==> src/rtl/uart_pkg.sv <==
// Shared UART definitions: receiver state encoding, common widths and baud divider math.
package uart_pkg;

  localparam int DATA_W         = 8;
  localparam int OVERSAMPLE_DEF = 16;

  typedef enum logic [2:0] {
    ST_IDLE,
    ST_START,
    ST_DATA,
    ST_STOP,
    ST_RECOVER
  } rx_state_e;

  // Integer division; the residual baud error is left to the integrator.
  function automatic int calc_tick_div(input int clock_freq, input int baud_rate,
                                       input int oversample);
    return clock_freq / (baud_rate * oversample);
  endfunction

endpackage

==> src/rtl/uart_rx_if.sv <==
// Byte stream handshake between the receiver (master) and its consumer (slave).
interface uart_rx_if;
  import uart_pkg::*;

  logic [DATA_W-1:0] rx_data;
  logic              rx_valid;
  logic              rx_ready;

  modport master (output rx_data, output rx_valid, input rx_ready);
  modport slave  (input rx_data, input rx_valid, output rx_ready);
endinterface

==> src/rtl/uart_baud_gen.sv <==
// Oversample tick divider: one-clk tick every TICK_DIV clocks, restartable by clr.
module uart_baud_gen #(
  parameter int TICK_DIV = 10
) (
  input  logic clk,
  input  logic rst,
  input  logic clr,
  output logic tick
);

  localparam int CW = (TICK_DIV > 1) ? $clog2(TICK_DIV) : 1;
  localparam logic [CW-1:0] CNT_LAST = CW'(TICK_DIV - 1);

  logic [CW-1:0] cnt_q, cnt_d;

  always_comb begin
    cnt_d = cnt_q;
    tick  = 1'b0;
    if (clr) begin
      cnt_d = '0;
    end else if (cnt_q == CNT_LAST) begin
      cnt_d = '0;
      tick  = 1'b1;
    end else begin
      cnt_d = cnt_q + CW'(1);
    end
  end

  always_ff @(posedge clk) begin
    if (rst) cnt_q <= '0;
    else     cnt_q <= cnt_d;
  end

endmodule

==> src/rtl/uart_rx.sv <==
// 8N1 UART receiver with 3-sample majority vote, single-entry holding register,
// framing/overrun pulses and an LED mirror of the last accepted byte.
module uart_rx
  import uart_pkg::*;
#(
  parameter int CLOCK_FREQ = 50000000,
  parameter int BAUD_RATE  = 9600,
  parameter int OVERSAMPLE = OVERSAMPLE_DEF
) (
  input  logic              clk,
  input  logic              rst,
  input  logic              rx,
  uart_rx_if.master         out_if,
  output logic              frame_err,
  output logic              overrun,
  output logic              busy,
  output logic [DATA_W-1:0] leds
);

  localparam int TICK_DIV = calc_tick_div(CLOCK_FREQ, BAUD_RATE, OVERSAMPLE);
  localparam int SW       = $clog2(OVERSAMPLE);
  localparam int MID      = OVERSAMPLE / 2;
  localparam logic [SW-1:0] S_LAST = SW'(OVERSAMPLE - 1);
  localparam logic [SW-1:0] S_A    = SW'(MID - 1);
  localparam logic [SW-1:0] S_B    = SW'(MID);
  localparam logic [SW-1:0] S_C    = SW'(MID + 1);

  logic [1:0]        sync_q;
  logic              rxs;
  rx_state_e         state_q, state_d;
  logic [SW-1:0]     scnt_q, scnt_d;
  logic [2:0]        idx_q, idx_d;
  logic [DATA_W-1:0] shift_q, shift_d;
  logic [1:0]        samp_q, samp_d;
  logic [DATA_W-1:0] data_q, data_d;
  logic [DATA_W-1:0] leds_q, leds_d;
  logic              valid_q, valid_d;
  logic              fe_q, fe_d;
  logic              ov_q, ov_d;
  logic              tick, decide, wrap, maj, deliver;

  // Line idles high, so the synchronizer resets to 1 to avoid a false start.
  always_ff @(posedge clk) begin
    if (rst) sync_q <= 2'b11;
    else     sync_q <= {sync_q[0], rx};
  end
  assign rxs = sync_q[1];

  uart_baud_gen #(.TICK_DIV(TICK_DIV)) u_baud (
    .clk  (clk),
    .rst  (rst),
    .clr  (state_q == ST_IDLE),
    .tick (tick)
  );

  assign decide = tick && (scnt_q == S_C);
  assign wrap   = tick && (scnt_q == S_LAST);
  assign maj    = (samp_q[0] & samp_q[1]) | (samp_q[0] & rxs) | (samp_q[1] & rxs);

  always_comb begin
    state_d = state_q;
    scnt_d  = scnt_q;
    idx_d   = idx_q;
    shift_d = shift_q;
    samp_d  = samp_q;
    data_d  = data_q;
    leds_d  = leds_q;
    valid_d = valid_q;
    fe_d    = 1'b0;
    ov_d    = 1'b0;
    deliver = 1'b0;

    if (tick) begin
      scnt_d = (scnt_q == S_LAST) ? '0 : scnt_q + SW'(1);
      if (scnt_q == S_A) samp_d[0] = rxs;
      if (scnt_q == S_B) samp_d[1] = rxs;
    end

    case (state_q)
      ST_IDLE: begin
        scnt_d = '0;
        if (!rxs) state_d = ST_START;
      end
      ST_START: begin
        if (decide && maj) begin
          state_d = ST_IDLE;
        end else if (wrap) begin
          state_d = ST_DATA;
          idx_d   = 3'd0;
        end
      end
      ST_DATA: begin
        if (decide) shift_d[idx_q] = maj;
        if (wrap) begin
          if (idx_q == 3'd7) state_d = ST_STOP;
          else               idx_d   = idx_q + 3'd1;
        end
      end
      ST_STOP: begin
        // Leave at mid stop bit so a back-to-back start edge is not missed.
        if (decide) begin
          if (maj) begin
            deliver = 1'b1;
            state_d = ST_IDLE;
          end else begin
            fe_d    = 1'b1;
            state_d = ST_RECOVER;
          end
        end
      end
      ST_RECOVER: begin
        if (rxs) state_d = ST_IDLE;
      end
      default: state_d = ST_IDLE;
    endcase

    if (deliver) begin
      if (!valid_q || out_if.rx_ready) begin
        data_d  = shift_q;
        leds_d  = shift_q;
        valid_d = 1'b1;
      end else begin
        ov_d = 1'b1;
      end
    end else if (valid_q && out_if.rx_ready) begin
      valid_d = 1'b0;
    end
  end

  always_ff @(posedge clk) begin
    if (rst) begin
      state_q <= ST_IDLE;
      scnt_q  <= '0;
      idx_q   <= 3'd0;
      shift_q <= '0;
      samp_q  <= 2'b00;
      data_q  <= '0;
      leds_q  <= '0;
      valid_q <= 1'b0;
      fe_q    <= 1'b0;
      ov_q    <= 1'b0;
    end else begin
      state_q <= state_d;
      scnt_q  <= scnt_d;
      idx_q   <= idx_d;
      shift_q <= shift_d;
      samp_q  <= samp_d;
      data_q  <= data_d;
      leds_q  <= leds_d;
      valid_q <= valid_d;
      fe_q    <= fe_d;
      ov_q    <= ov_d;
    end
  end

  assign out_if.rx_data  = data_q;
  assign out_if.rx_valid = valid_q;
  assign frame_err       = fe_q;
  assign overrun         = ov_q;
  assign leds            = leds_q;
  assign busy            = (state_q != ST_IDLE);

endmodule
==> src/flat_wrapper.sv <==
// flat-port wrapper written by rule: the top's interface ports become plain ports
module uart_rx_flat import uart_pkg::*;
#(
  parameter int CLOCK_FREQ = 50000000,
  parameter int BAUD_RATE  = 9600,
  parameter int OVERSAMPLE = OVERSAMPLE_DEF
)
  (clk, rst, rx, frame_err, overrun, busy, leds, out_if_rx_data, out_if_rx_valid, out_if_rx_ready);
  uart_rx_if out_if_i ();
  input  logic clk;
  input  logic rst;
  input  logic rx;
  output logic frame_err;
  output logic overrun;
  output logic busy;
  output logic [DATA_W-1:0] leds;
  output wire logic [$bits(out_if_i.rx_data)-1:0] out_if_rx_data;
  output wire logic [$bits(out_if_i.rx_valid)-1:0] out_if_rx_valid;
  input wire logic [$bits(out_if_i.rx_ready)-1:0] out_if_rx_ready;
  assign out_if_rx_data = out_if_i.rx_data;
  assign out_if_rx_valid = out_if_i.rx_valid;
  assign out_if_i.rx_ready = out_if_rx_ready;
  uart_rx #(.CLOCK_FREQ(CLOCK_FREQ), .BAUD_RATE(BAUD_RATE), .OVERSAMPLE(OVERSAMPLE)) u_core (.clk(clk), .rst(rst), .rx(rx), .out_if(out_if_i), .frame_err(frame_err), .overrun(overrun), .busy(busy), .leds(leds));
endmodule
==> config.mk <==
export PLATFORM = sky130hd
export DESIGN_NAME = uart_rx_flat
export DESIGN_NICKNAME = d
export VERILOG_FILES = /design/src/rtl/uart_pkg.sv /design/src/rtl/uart_rx_if.sv /design/src/rtl/uart_baud_gen.sv /design/src/rtl/uart_rx.sv /design/src/flat_wrapper.sv
export SDC_FILE = /design/constraint.sdc
export NUM_CORES = 1
export LEC_CHECK = 0
export ABC_AREA = 1
export CAP_MARGIN = 15
export CORE_AREA = 3 3 67 69
export DETAILED_ROUTE_END_ITERATION = 6
export DIE_AREA = 0 0 70 72
export PLACE_DENSITY = 0.86
export SYNTH_ARGS = -nofsm -noshare
export SYNTH_HDL_FRONTEND = slang
export SYNTH_SLANG_ARGS = --single-unit
==> constraint.sdc <==
create_clock -name clk -period 2.1 [get_ports clk]
set_input_delay 0.42 -clock clk [delete_from_list [all_inputs] [get_ports clk]]
set_output_delay 0.42 -clock clk [all_outputs]
set_load 0.005 [all_outputs]
Word level (Yosys, flattened, before mapping). Cells that the tools add are included.

Register bits: 42.

Add/subtract/negate cells: 3. $lt $le $gt $ge: 2. Equality and inequality tests: 20. Multiplexer cells: 28. Bitwise operators: 8. Reductions and logical operators: 22.

Operator list (number): 3-bit 2-to-1 mux (12); 3-bit case mux with 5 select lines (1); 4-bit equality test, second input constant (3); 1-bit 2-to-1 mux (11); 2-bit by 1-bit != test with 1-bit output, second input constant (5); 2-bit AND reduction (5); 9-bit by 1-bit adder with 9-bit output, second input constant (1); 9-bit equality test, second input constant (1); 8-bit bitwise mux (1); 2-bit != test, second input constant (4); 3-bit by 2-bit equality test with 1-bit output, second input constant (2); 3-bit equality test, second input constant (2); 3-bit case mux with 2 select lines (1); 6-bit AND reduction (1); 3-bit OR reduction (2); 1-bit logical AND (5); 5-bit AND reduction (1); 4-bit by 1-bit adder with 4-bit output, second input constant (1); 4-bit by 3-bit equality test with 1-bit output, second input constant (1); 3-bit by 4-bit < comparator with 1-bit output, second input constant (1); 4-bit 2-to-1 mux (1); 2-bit nonzero test (2); 2-bit OR reduction (2); 3-bit by 1-bit adder with 3-bit output, second input constant (1); 11 further kinds (16).

Longest topological paths before layout. Gate-level depths: netlist (run 1).

Depth in word-level cells: 8. Gate-level depth with buffers: 13.

Cells and area by module. From an unflattened synthesis (run 1), not the netlist that was laid out.

Cells, all modules: 282. Area, all modules: 2045.7 sq um.

Modules (own cells, without submodules): uart_rx (times used 1, cells an instance 214, area an instance 1584.0 sq um); uart_baud_gen (times used 1, cells an instance 68, area an instance 461.7 sq um).

Least setup slack after synthesis (run 1). Ideal clock, no wire load.

Path type: register to register. Start point: register u_core.u_baud.cnt_q[0]. End point: register u_core.data_q[0] (netlist: u_core.out_if.rx_data[0]). Setup time: 134 ps. Arrival time: 1308 ps. Slack: 659 ps. Cell stages (with the launch flop): 12. Path buffers: 0. Cell sequence: dfxtp_1 -> inv_1 -> ha_1 -> nand2_1 -> inv_1 -> nand2_4 -> nor2_8 -> nand4_4 -> nor2_8 -> nand2_4 -> nand2_1 -> a21oi_1.

Cells in the longest elaborated chain, start to end: 7.

RTL lines: from (decl) (RTL line uart_baud_gen.sv:14) `logic [CW-1:0] cnt_q, cnt_d;`; from (signal assigned) (RTL line uart_baud_gen.sv:31) `else cnt_q <= cnt_d;`; 9-bit equality test (RTL line uart_baud_gen.sv:21) `end else if (cnt_q == CNT_LAST) begin`; 1-bit 2-to-1 mux (RTL line uart_baud_gen.sv:21); 1-bit 2-to-1 mux (RTL line uart_baud_gen.sv:19) `if (clr) begin`; 1-bit logical AND (RTL line uart_rx.sv:56) `assign decide = tick && (scnt_q == S_C);`; 1-bit 2-to-1 mux (RTL line uart_rx.sv:101) `if (decide) begin`; 1-bit 2-to-1 mux (RTL line uart_rx.sv:79) `case (state_q)`; 2-bit AND reduction (no line); to (signal assigned) (RTL line uart_rx.sv:148) `data_q <= data_d;`; to (decl) (RTL line uart_rx.sv:35) `logic [DATA_W-1:0] data_q, data_d;`.

No other way between the ends. A chain may end at the register's enable or synchronous reset.

Final worst setup path (run 1).
Start point: register u_core.state_q[1]. End point: output port busy.

Cells in the longest elaborated chain, start to end: 1.

RTL lines: from (decl) (RTL line uart_rx.sv:30) `rx_state_e state_q, state_d;`; from (signal assigned) (RTL line uart_rx.sv:143) `state_q <= state_d;`; 3-bit nonzero test (RTL line uart_rx.sv:161) `assign busy = (state_q != ST_IDLE);`; to (decl) (RTL line flat_wrapper.sv:15) `output logic busy;`.

No other way between the ends.

==> results of run 1 <==
how the worst max path moves through the flow:
stage                                 from                  endpoint  slack (ns)  cells past startpoint
finish                   u_core.state_q[1]                      busy        0.18                      3
global route             u_core.state_q[1]                      busy        0.09                      3
CTS                      u_core.state_q[1]                      busy        0.17                      3
detailed placement                     rst    u_core.u_baud.cnt_q[6]        0.35                      8
global placement                       rst    u_core.u_baud.cnt_q[6]        0.40                      8
floorplan           u_core.u_baud.cnt_q[0]  u_core.out_if.rx_data[0]        0.66                     11
power groups by stage:
stage | registers [mW] | clock network (mW) | logic [mW]
floorplan | 0.895 | 0 | 0.462
global placement | 0.904 | 0 | 0.574
detailed placement | 0.906 | 0 | 0.590
CTS | 0.888 | 0.634 | 0.593
global route | 0.896 | 0.660 | 0.671
finish | 0.888 | 0.622 | 0.592
per-stage QoR:
stage | setup WS [ns] | total power, mW | cell area (µm²) | std cells | utilization
floorplan | 0.659 | 1.36 | 2190 | 288 | -
global placement | 0.399 | 1.48 | 2420 | 351 | 0.609
detailed placement | 0.349 | 1.50 | 2420 | 351 | 0.609
CTS | 0.171 | 2.11 | 2530 | 359 | 0.637
global route | 0.0873 | 2.23 | 2530 | 359 | 0.637
finish | 0.183 | 2.10 | 2530 | 359 | 0.637
worst max-delay path, delay by kind of cell, from the launching register on:
| kind | cells | cell delay, ns |
|---|---|---|
| flops | 1 | 0.42 |
| buf+inv | 2 | 0.63 |
| simple gates | 1 | 0.15 |
metal layers:
metal	vias to the layer above	global-route usage
met5	-	0
met4	0	0.0766
met3	6	0.0471
li1	958	-
met1	834	0.228
met2	39	0.318
cell usage in the layout, fill, tap and decap left out, drive strengths merged, types with 2 or more instances in the layout:
master,Yosys,final
o21ai,14,14
dfxtp,42,42
nand4,2,2
clkinv,1,3
ha,7,7
nor3,21,21
nor3b,2,2
nand3,22,22
a21oi,24,24
nor2,48,48
clkbuf,3,5
inv,41,41
buf,9,2
nand2,45,45
xor2,2,2
or2,3,3
clkdlybuf4s50,0,23
Yosys cell counts, drive strengths merged:
master,instances
dfxtp,42
clkinv,1
nand3,22
nand2,45
o21ai,14
nor3b,2
a21oi,24
or2,3
buf,9
xor2,2
nor2,48
nand4,2
inv,41
nor3,21
clkbuf,3
nor4,1
ha,7
nand3b,1
flip-flops by register name, summed over array words and instances, names as in the netlist:
register / cells
u_core.u_baud.cnt_q: 9
u_core.out_if.rx_data: 8
u_core.shift_q: 8
u_core.scnt_q: 4
u_core.idx_q: 3
u_core.state_q: 3
u_core.samp_q: 2
u_core.sync_q: 2
u_core.frame_err: 1
u_core.out_if.rx_valid: 1
u_core.overrun: 1
final cells by class:
| class | count | area, µm² |
|---|---|---|
| fillers | 336 | 1440 |
| inverters | 42 | 158 |
| clock buffers | 5 | 68.8 |
| flip-flops and latches | 42 | 841 |
| multi-input cells | 192 | 1110 |
| repair buffers | 25 | 245 |
| clock inverters | 3 | 40.0 |
| well taps | 50 | 62.6 |
cell families after synthesis:
group,count (synthesis),synth area share
xor gates and xnor gates,2,0.00801
and+or+nand+nor,145,0.370
buffers and inverters,54,0.107
adders and majority gates,7,0.0400
DFF,42,0.384
AOI/OAI and AO/OA,38,0.0903
==> flow_metrics.tcl, run 1 <==
set metrics [dict create \
    outcome "finished clean" \
    setup_viol 0 \
    rr_worst_depth 11 \
    reg2reg_to "u_core.out_if.rx_data[0]" \
    chipHeight_um 72 \
    combPwrFrac 0.281 \
    crit_arrival_ns 1.50 \
    internal_power_mw 1.39 \
    max_freq_mhz 522 \
    coreArea_um2 3970 \
    crit_slowest_cell "clkdlybuf4s50_1" \
    initial_core_util 0.551 \
    core.rowCount 23 \
    yosysTopAreaCell "dfxtp_1" \
    finalNetCount 319 \
    wl_met1_mm 1.96 \
    cap_violations 0 \
    min_period_ns 1.92 \
    synth_area_leaders "dfxtp_1 38%, nand2_1 6.3%, nor2_1 6.3%" \
    die-area_um2 5040 \
    vias_per_cell 5.12 \
    synth_area_um2 2190 \
    hold_path_end "u_core.sync_q[1]" \
    vias 1837 \
    cts_setup_buffers 0 \
    area_delta_synth_final_pct 15.6 \
    dr.max_layer_used "met4" \
    ant_nets 0 \
    start_kind "flip-flop" \
    slew_violations 0 \
    yosysUniqueCellTypes 33 \
    synth_top_area_share 0.384 \
    vdd_drop_max_uv 511 \
    cts_hold_buf 0 \
    clk_latency_ns 0.30 \
    max-slew-margin-rel 0.672 \
    grt.overflow.total 0 \
    grt_pass1_vias 1776 \
    dp_hpwl_mm 3.14 \
    p_switching_mw 0.707 \
    cts_tree "done" \
    hold_ws_ns 0.439 \
    drcViolationCount 0 \
    synthCells 288 \
    min_path_type "flip-flop to flip-flop" \
    hold_viol_final 0 \
    rrSetupSlack_ns 0.44 \
    grt_pass1_wl_mm 7.65 \
    fin_skew_ns 0.00891 \
    die_w_um 70 \
    drive_gt1_frac 0.149 \
    ys_seq_elements 42 \
    yosys_warnings 0 \
    cts_buffer_depth 2 \
    gp_congestion 0.799 \
    cts-root-buf "clkbuf_8" \
    cts_buffers 5 \
    diodes 0 \
    crit_chain "inv_1 -> nand2_4 -> clkdlybuf4s50_1" \
    grt_max_degree 19 \
    max_stage_delay_ns 0.52 \
    path_max_fanout 5 \
    tightest_slew_ns 0.488 \
    drt_iter0_drc 124 \
    wl_met2_mm 2.01 \
    place.port_buffers 23 \
    leakagePower_nw 1.06 \
    cts_resized 0 \
    clockPowerShare 0.296 \
    p_seq_frac 0.423 \
    holdPathStages 1 \
    ys_seq_area_frac 0.384 \
    r2r-start "u_core.u_baud.cnt_q[0]" \
    syn_avg_cell_area_um2 7.60 \
    routedWlPerCell_um 11.7 \
    path_clk_slew_ns 0.08 \
    drt_wl_total_mm 4.22 \
    power_density_nw_per_um2 831 \
    crit_path_end_kind "output pin" \
    synth_nets 299 \
    grt_antenna_before_repair 0 \
    period_share 0.913 \
    cts_sinks 42 \
    met3_length_um 183 \
    rsz0062_at_grt "false" \
    p_sw_frac 0.336 \
    cp.required_ns 1.68 \
    cts_max_level 2 \
    path_class "flip-flop to output pin" \
    drt_pass1_iterations 4 \
    grt_util_all_layers 0.187 \
    tns_ns 0 \
    io-pin-count 24 \
    hp-start "u_core.sync_q[0]" \
]
Power figures use the tool's default switching activity.
==> run 2, diff against run 1 <==
CAP_MARGIN = 20   (was 15)
CORE_AREA = 3 3 62 64   (was 3 3 67 69)
DIE_AREA = 0 0 65 67   (was 0 0 70 72)
DONT_BUFFER_PORTS = 1   (was unset)
PLACE_DENSITY = 0.84   (was 0.86)
SYNTH_HIERARCHICAL = 1   (was unset)
==> run 2 against run 1 <==
Critical path depth increased by 11. Die area decreased by 14%. Clock skew decreased by 0.00079 ns. Routed wire length decreased by 13%. Critical path type is now flip-flop to flip-flop. Largest power group unchanged. Highest routed layer unchanged.
==> flow_metrics.tcl, run 2 <==
set metrics [dict create \
    drt_pass1_iterations 4 \
    grt_max_degree 19 \
    synth_area_leaders "dfxtp_1 41%, nand2_1 8.8%, nor2_1 7.5%" \
    routedWlPerCell_um 11.2 \
    yosysUniqueCellTypes 27 \
    crit_chain "inv_1 -> ha_1 -> nand2_1 -> nor2_1 -> nand2_2 -> nor2_2 -> buf_6 -> nand2_1 -> nor2_4 -> nand2_4 -> nor2_8 -> nand2_4 -> nand2_1 -> a21oi_1" \
    cts-root-buf "clkbuf_4" \
    synth_nets 293 \
    min_path_type "input port to flip-flop" \
    fin_skew_ns 0.00811 \
    synthFlopType "dfxtp_1" \
    dp_hpwl_mm 2.67 \
    path_buf_inv 2 \
    yosysTopAreaCell "dfxtp_1" \
    wl_met2_mm 1.81 \
    dr.max_layer_used "met4" \
    largest_reg_flops 9 \
    die_w_um 65 \
    outcome "finished clean" \
    grt.overflow.total 0 \
    ys_seq_area_frac 0.411 \
    total_power_mw 1.65 \
    cts_sinks 42 \
    grt_pass1_vias 1543 \
    ant_nets 0 \
    p_switching_mw 0.559 \
    ys_seq_elements 42 \
    path_clk_slew_ns 0.13 \
    worst_path_most_repeated_cell "nand2_1" \
    final_cell_mix "48 x nand2_1, 41 x dfxtp_1, 37 x nor2_1" \
    p_seq_frac 0.547 \
    grt_antenna_before_repair 0 \
    path_max_fanout 8 \
    power_density_nw_per_um2 766 \
    max_freq_mhz 515 \
    synth_most_common_cell "nand2_1" \
    setup_viol 0 \
    clk_latency_ns 0.35 \
    nFillCells 292 \
    tightest_slew_ns 0.373 \
    initial_core_util 0.613 \
    drt_wl_total_mm 3.69 \
    period_share 0.925 \
    ys_top_cells_by_count "48 x nand2_1, 42 x dfxtp_1, 41 x nor2_1" \
    finalNetCount 292 \
    p_sw_frac 0.340 \
    path_class "flip-flop to flip-flop" \
    drt_iter0_drc 143 \
    crit_arrival_ns 2.20 \
    vdd_drop_max_uv 357 \
    layout.cells.non_filler 328 \
    clockPowerShare 0.250 \
    slew_violations 0 \
    gp_congestion 0.840 \
    drcViolationCount 0 \
    max_stage_delay_ns 0.35 \
    grt_util_all_layers 0.186 \
    cts_buffers 5 \
    cap_violations 0 \
    crit_slowest_cell "dfxtp_2" \
    final_common_cell "nand2_1" \
    cts_tree "done" \
    die-area_um2 4360 \
    cts_max_level 2 \
    coreArea_um2 3340 \
    hold_viol_final 0 \
    synth_edf_count 0 \
    chipHeight_um 67 \
    core.rowCount 21 \
    start_kind "flip-flop" \
    drive_gt1_frac 0.142 \
    min_period_ns 1.94 \
    combPwrFrac 0.203 \
    vias_per_cell 5.20 \
    met3_length_um 153 \
    synth_area_um2 2050 \
    syn_avg_cell_area_um2 7.25 \
    dp_cells 316 \
    regMostFlops "u_core/u_baud/cnt_q" \
    crit_path_end_kind "flip-flop" \
    place.port_buffers 0 \
    diodes 0 \
    synthCells 282 \
    vias 1704 \
    cts_buffer_depth 2 \
    area_delta_synth_final_pct 4.95 \
    internal_power_mw 1.09 \
    crit_family "simple AND/OR/NAND/NOR gates" \
    cp.required_ns 2.36 \
    synth_top_area_share 0.411 \
    async_reset_ff_frac 0 \
    yosys_warnings 6 \
    leakagePower_nw 0.786 \
    grt_pass1_wl_mm 6.29 \
    max-slew-margin-rel 0.751 \
    io-pin-count 24 \
    wl_met1_mm 1.67 \
]
==> run 2: cell count changes in the layout (fill, tap and decap cells not counted), sizes merged, moves of 2 or more <==
cell / delta
nor3b: -2
clkinv: -2
nor3: -17
clkdlybuf4s50: -23
buf: +2
inv: -5
a21oi: +6
nand3: +2
nand2: +11
==> run 2: cell families (layout without fill, tap and decap cells) <==
group | after synthesis | count (layout) | share of synthesized area
xor gates and xnor gates | 2 | 2 | 0.00856
DFF | 42 | 42 | 0.411
adders and majority gates | 7 | 7 | 0.0428
buffers and inverters | 48 | 47 | 0.106
and+or+nand+nor | 137 | 138 | 0.309
AOI/OAI and AO/OA | 46 | 46 | 0.122
==> run 2: worst register-to-register path, stage by stage (launching register included) <==
cell and delay [ns]:
dfxtp_2 0.35, inv_1 0.08, ha_1 0.15, nand2_1 0.05
nor2_1 0.10, nand2_2 0.09, nor2_2 0.12, buf_6 0.14
nand2_1 0.08, nor2_4 0.18, nand2_4 0.13, nor2_8 0.17
nand2_4 0.09, nand2_1 0.07, a21oi_1 0.06
==> run 2: through the flow <==
| step | setup WS (ns) | util | area [µm²] | TNS [ns] | hold WS, ns |
|---|---|---|---|---|---|
| 2_1_floorplan | 0.289 | - | 2050 | 0 | 0.389 |
| 3_3_place_gp | 0.206 | 0.607 | 2030 | 0 | 0.391 |
| 3_5_place_dp | 0.139 | 0.607 | 2030 | 0 | 0.423 |
| 4_1_cts | 0.126 | 0.626 | 2090 | 0 | 0.0962 |
| 5_1_grt | -0.0431 | 0.643 | 2150 | -0.195 | 0.0787 |
| 6_report | 0.157 | 0.643 | 2150 | 0 | 0.115 |
==> run 2: final timing paths <==
| kind | start | to | slack, ns | cells after the start |
|---|---|---|---|---|
| setup reg to reg | u_core/u_baud/cnt_q[0] | u_core/leds[0] | 0.16 | 14 |
| hold / removal | rst | u_core/samp_q[0] | 0.11 | 1 |
| hold reg to reg | u_core/u_baud/cnt_q[0] | u_core/u_baud/cnt_q[0] | 0.44 | 1 |
| setup / recovery | u_core/u_baud/cnt_q[0] | u_core/leds[0] | 0.16 | 14 |
==> run 2: area by class of cell <==
| class | instances | area, µm² | share of cell area |
|---|---|---|---|
| clock buffers | 5 | 37.5 | 0.0175 |
| clock inverters | 3 | 25.0 | 0.0117 |
| inverters | 35 | 131 | 0.0612 |
| multi-input cells | 193 | 1020 | 0.475 |
| flip-flops and latches | 42 | 842 | 0.392 |
| well taps | 46 | 57.6 | 0.0268 |
| repair buffers | 4 | 33.8 | 0.0157 |
==> run 2: layer usage <==
metal | GRT usage | vias up
li1 | - | 898
met1 | 0.205 | 766
met2 | 0.328 | 34
met3 | 0.0556 | 6
met4 | 0.0792 | 0
met5 | 0 | -
==> run 2: what timing repair did <==
item                                   4_1_cts  5_1_grt
endpoints found under the hold margin        0        0
gates resized for setup                      0       10
buffers inserted                             0        3
setup endpoints to repair                    0       19
hold buffers                                 0        0
==> run 2: power by group through the flow <==
stage	Combinational, mW	Sequential (mW)	Clock [mW]
final	0.334	0.900	0.412
after global routing	0.384	0.907	0.460
after CTS	0.321	0.894	0.426
after detailed placement	0.318	0.912	0
after global placement	0.307	0.910	0
after floorplan	0.264	0.903	0
